==> config.mk <==
export PLATFORM = sky130hd
export DESIGN_NAME = udiv_seq
export DESIGN_NICKNAME = d
export VERILOG_FILES = /design/src/rtl/udiv_seq.sv
export SDC_FILE = /design/constraint.sdc
export NUM_CORES = 1
export LEC_CHECK = 0
export CORE_MARGIN = 5
export CORE_UTILIZATION = 55
export DETAILED_ROUTE_END_ITERATION = 10
export PLACE_DENSITY = 0.82
export SETUP_SLACK_MARGIN = 0.1
export SYNTH_ARGS = -nofsm -noshare
export SYNTH_HDL_FRONTEND = slang
export SYNTH_SLANG_ARGS = --single-unit
export TNS_END_PERCENT = 20
==> constraint.sdc <==
create_clock -name clk -period 4.9 [get_ports clk]
set_input_delay 0.49 -clock clk [delete_from_list [all_inputs] [get_ports clk]]
set_output_delay 0.49 -clock clk [all_outputs]
set_load 0.05 [all_outputs]
==> src/rtl/udiv_seq.sv <==
// Sequential unsigned restoring divider: 2N-bit dividend / N-bit divisor, one quotient bit per clock.
// Divide-by-zero completes in one cycle with an all-ones quotient and the dz flag set.
module udiv_seq #(
    parameter int N = 4
) (
    input  logic           clk,
    input  logic           rst,
    input  logic           start,
    input  logic [2*N-1:0] n,
    input  logic [N-1:0]   d,
    output logic           ready,
    output logic           busy,
    output logic           done,
    output logic [2*N-1:0] q,
    output logic [N-1:0]   r,
    output logic           dz
);

    localparam int CW = $clog2(2*N+1);

    typedef enum logic [1:0] {IDLE, RUN, DONE} state_t;

    state_t         state, state_nx;
    logic [2*N-1:0] dvd, quot, quot_step;
    logic [N-1:0]   dvsr;
    logic [N:0]     pr, pr_sh, pr_step;
    logic [CW-1:0]  cnt;
    logic           accept, ge, last;

    always_ff @(posedge clk) begin
        if (rst) state <= IDLE;
        else     state <= state_nx;
    end

    always_comb begin
        state_nx = state;
        accept   = (state != RUN) && start;
        last     = (cnt == CW'(2*N-1));
        case (state)
            IDLE, DONE: begin
                if (accept) state_nx = (d == '0) ? DONE : RUN;
                else        state_nx = IDLE;
            end
            RUN: if (last) state_nx = DONE;
            default: state_nx = IDLE;
        endcase
        ready = (state != RUN);
        busy  = (state == RUN);
        done  = (state == DONE);
    end

    // One restoring step: shift in the next dividend bit, subtract when it fits.
    always_comb begin
        pr_sh     = {pr[N-1:0], dvd[2*N-1]};
        ge        = (pr_sh >= {1'b0, dvsr});
        pr_step   = ge ? (pr_sh - {1'b0, dvsr}) : pr_sh;
        quot_step = {quot[2*N-2:0], ge};
    end

    always_ff @(posedge clk) begin
        if (rst) begin
            dvd  <= '0;
            dvsr <= '0;
            pr   <= '0;
            quot <= '0;
            cnt  <= '0;
            q    <= '0;
            r    <= '0;
            dz   <= 1'b0;
        end else if (accept) begin
            dvd  <= n;
            dvsr <= d;
            pr   <= '0;
            quot <= '0;
            cnt  <= '0;
            // Results are only touched here for the one-cycle divide-by-zero completion.
            if (d == '0) begin
                q  <= '1;
                r  <= '0;
                dz <= 1'b1;
            end
        end else if (state == RUN) begin
            dvd  <= dvd << 1;
            pr   <= pr_step;
            quot <= quot_step;
            cnt  <= cnt + CW'(1);
            if (last) begin
                q  <= quot_step;
                r  <= pr_step[N-1:0];
                dz <= 1'b0;
            end
        end
    end

endmodule

After elaboration in Yosys (flattened, before gate mapping)
Cells that the tools add are included.

$add $sub $neg: 2. Magnitude comparators: 1. Equality and inequality tests: 6. Mux-type cells: 19. Reduce and logical (&&, ||, !) cells: 8.

Operators by type and width (number): 8-bit two-way mux (6); 4-bit two-way mux (5); 2-bit two-way mux (3); 2-bit by 1-bit inequality test with 1-bit output (second input constant) (3); 5-bit by 4-bit >= comparator with 1-bit output (1); 4-bit by 1-bit adder with 4-bit output (second input constant) (1); 4-bit by 3-bit == test with 1-bit output (second input constant) (1); 4-bit zero test (1); 1-bit two-way mux (4); 2-bit one-hot mux with 2 select lines (1); 2-bit nonzero test (2); 2-bit OR reduction (2); 4-bit subtractor (1); 3-bit AND reduction (1); 2-bit by 1-bit == test with 1-bit output (second input constant) (1); 2-bit == test (second input constant) (1); 2-bit zero test (1); 1-bit logical AND (1).

Flip-flop bits (word level): 42. Bits of input ports: 15. Output and inout port bits: 16. Word-level logic and storage cells: 45.

Longest topological paths before layout
Depth after elaboration: 5. Gate-level depth with buffers: 7. Depth with buffers taken out: 7.

Worst setup path before layout
No wires, ideal clock.

Kind: register to register. Start: register dvd[7]. End: register r[0]. Setup time: 0.068 ns. Data arrival time: 1.719 ns. Required time: 4.832 ns. Path slack: 3.112 ns. Cell stages (with the launch flop): 8. Buffers on the path: 0. Clock period less this slack: 1.788 ns. Cells stage by stage: dfxtp_1 -> inv_1 -> ha_1 -> nand2b_4 -> a2111oi_4 -> nor2_2 -> mux2_4 -> o2bb2ai_2.

Longest elaborated chain between the ends: 5. Elaborated cells on any way between the ends: 6. Classes of those cells: add/sub: 1; order compare: 1; mux: 4.

Ends and longest elaborated chain: start, declared (RTL line 24) `logic [2*N-1:0] dvd, quot, quot_step;`; start signal, assigned (RTL line 71) `dvd <= n;`; start signal, assigned (RTL line 83) `dvd <= dvd << 1;`; 4-bit subtractor or 5-bit by 4-bit >= comparator with 1-bit output (tied branches) (RTL line 56, 55); 4-bit two-way mux * (RTL line 56) `pr_step = ge ? (pr_sh - {1'b0, dvsr}) : pr_sh;`; 4-bit two-way mux * (RTL line 87) `if (last) begin`; 4-bit two-way mux * (RTL line 82) `end else if (state == RUN) begin`; 4-bit two-way mux * (RTL line 70) `end else if (accept) begin`; end signal, assigned (RTL line 89) `r <= pr_step[N-1:0];`; end, declared (RTL line 15) `output logic [N-1:0] r,`.

Mark *: on every way between the ends. The rest lies on a longest branch, timed or not. The select of a mux whose other input is x is not followed. A chain may end at the register's enable or synchronous reset.

Worst setup path after layout
Start: register state[1]. End: output port busy.

Longest elaborated chain between the ends: 1.

Ends and longest elaborated chain: start, declared (RTL line 23) `state_t state, state_nx;`; start signal, assigned (RTL line 32) `else state <= state_nx;`; 2-bit by 1-bit == test with 1-bit output (RTL line 48) `busy = (state == RUN);`; end, declared (RTL line 12) `output logic busy,`.

No other way between the ends.

==> out/qor.csv <==
metric,value,unit
clk-insertion-delay-late,340,ps
clock-root-buffer,clkbuf_4,
antenna_found_initial,0,
cts_tree,yes,
power_density,294,mW/mm²
cellLeakagePower,0.803,nW
vias,1499,
relSlewSlack,0.283,
finalCriticalPeriod,2990,ps
grt_usage,0.181,
clock_sinks,42,
required,4410,ps
setup.worst_path.class,register to output port,
ys_seq_elements,42,
ys_seq_area_frac,0.461,
worstPathMaxFanout,31,
rsz0062_at_grt,no,
worstSetupStartpointType,register,
status,completed,
synth_area,0.00182,mm²
place_inst,272,
cts_repair_resize_count,0,
maxCapViolations,0,
postCtsSetupRepairBufs,0,
clockBufferDepth,2,
die_h,67.6,µm
gp_congestion,0.807,
viasPerCell,5.37,
synth-async-reset-ratio,0,
syn_nets,227,
htreeDepth,2,
hold_viol_final,0,
hpwl,2.64,mm
cts_buffers,5,
min_path_type,register to register,
detail_route.wl_per_cell,13.1,µm
io_pins,31,
fin_crit_sh,0.611,
grt_overflow,0,
ant_nets,0,
syn2layout_area_growth,20.0,%
start_util,0.555,
ir_drop,0.153,mV
grt_max_degree,32,
fmax,334,MHz
power,644,µW
setup_viol,0,
fp.coreArea,0.00328,mm²
setup_tns,0,ps
end_kind,output port,
nets,254,
ys.warnings.count,0,
placementRows,21,
holdBufCountCts,0,
whs,463,ps
drive_gt1_frac,0.0644,
io_buffer_count,30,
dieArea,0.00457,mm²
first_global_vias,1400,
drtPass1Iterations,4,
routed_wirelength,3.67,mm
synth-edff-count,0,
clkTransAtPathRegs,110,ps
die_x,67.6,µm
drc,0,
synthCells,206,
syn_avg_cell_area,8.85,µm²
synth_ff_type,dfxtp_1,
fin_cells,279,
drtIter0Drc,113,
final-max-slew-violation-count,0,
fin_skew,10.1,ps
critPathArrivalTime,2500,ps
diodes,0,
worst_pin_slew,1080,ps
grt_pass1_wl,6.26,mm
yosys.cell_types.count,38,
[final timing paths]
| path | from | endpoint | slack (ps) | cells past startpoint |
|---|---|---|---|---|
| max | state[1] | busy | 1910 | 3 |
| min reg2reg | dz | dz | 460 | 2 |
| min | dz | dz | 460 | 2 |
| max reg2reg | state[1] | r[1] | 2540 | 5 |
[layer usage]
layer	routed length [µm]	vias up	share of wire	GRT usage
met2	1770	26	0.48	0.294
met3	151	4	0.041	0.0599
li1	-	765	-	-
met4	40	0	0.011	0.0456
met5	0	-	0	0
met1	1710	704	0.47	0.231
[state kept, by name, indices dropped and copies added (netlist names)]
name / cells
dz: 1
cnt: 4
dvd: 8
q: 8
r: 4
pr: 4
quot: 7
state: 2
dvsr: 4
[critical path, stage by stage, from the launching register on]
cell	delay, ps
dfxtp_1	340
nand2b_1	820
clkinv_1	230
clkdlybuf4s50_1	760
[layout by cell type (no fill, tap or decap), types with 7 or more instances in the layout]
master	synthesis	final
dfxtp_1	42	42
clkdlybuf4s50_1	0	30
nand2_1	28	28
nor2_1	24	24
a21oi_1	18	18
nor3_1	16	16
mux2i_1	10	10
a211oi_1	7	7
[report_power, final]
group          switching, mW  internal [mW]  total, mW  leakage, nW
Combinational         0.0715         0.0534      0.125        0.435
Clock                  0.101         0.0543      0.156       0.0254
Sequential           0.00840          0.355      0.364        0.342
Total                  0.181          0.463      0.644        0.803
[logic make-up after synthesis]
| logic type | share of synthesized area |
|---|---|
| muxes | 0.0631 |
| buffers and inverters | 0.0371 |
| xor gates and xnor gates | 0.0240 |
| AOI/OAI and AO/OA | 0.141 |
| adders and majority gates | 0.0453 |
| and+or+nand+nor | 0.228 |
| DFF | 0.461 |
[cell usage after synthesis (3+ instances only)]
cell,count,area share
nand3_1,3,0.0082
dfxtp_1,42,0.46
clkbuf_1,6,0.012
o2bb2ai_1,3,0.014
mux2i_1,10,0.055
nand3b_1,3,0.012
xor2_1,3,0.014
a211oi_1,7,0.029
buf_2,3,0.0082
inv_1,5,0.010
nand2_1,28,0.058
nor2_1,24,0.049
a21oi_1,18,0.049
o21ai_0,3,0.0082
nor3_1,16,0.044
ha_1,5,0.034
[cell type report]
type                            instances  area (µm²)
Tap cell                               46        57.6
Timing Repair Buffer                   31         308
Multi-Input combinational cell        147         915
Inverter                                6        22.5
Clock buffer                            7        45.0
Fill cell                             290        1100
Sequential cell                        42         841
[through the flow]
stage / util / setup WS (ps) / instance area, µm²
after CTS: 0.666 / 1900 / 2190
after floorplan: - / 3110 / 1820
after detailed placement: 0.653 / 2310 / 2140
after global placement: 0.653 / 2320 / 2140
after global routing: 0.666 / 1670 / 2190
final: 0.666 / 1910 / 2190
Power figures use the tool's default switching activity.
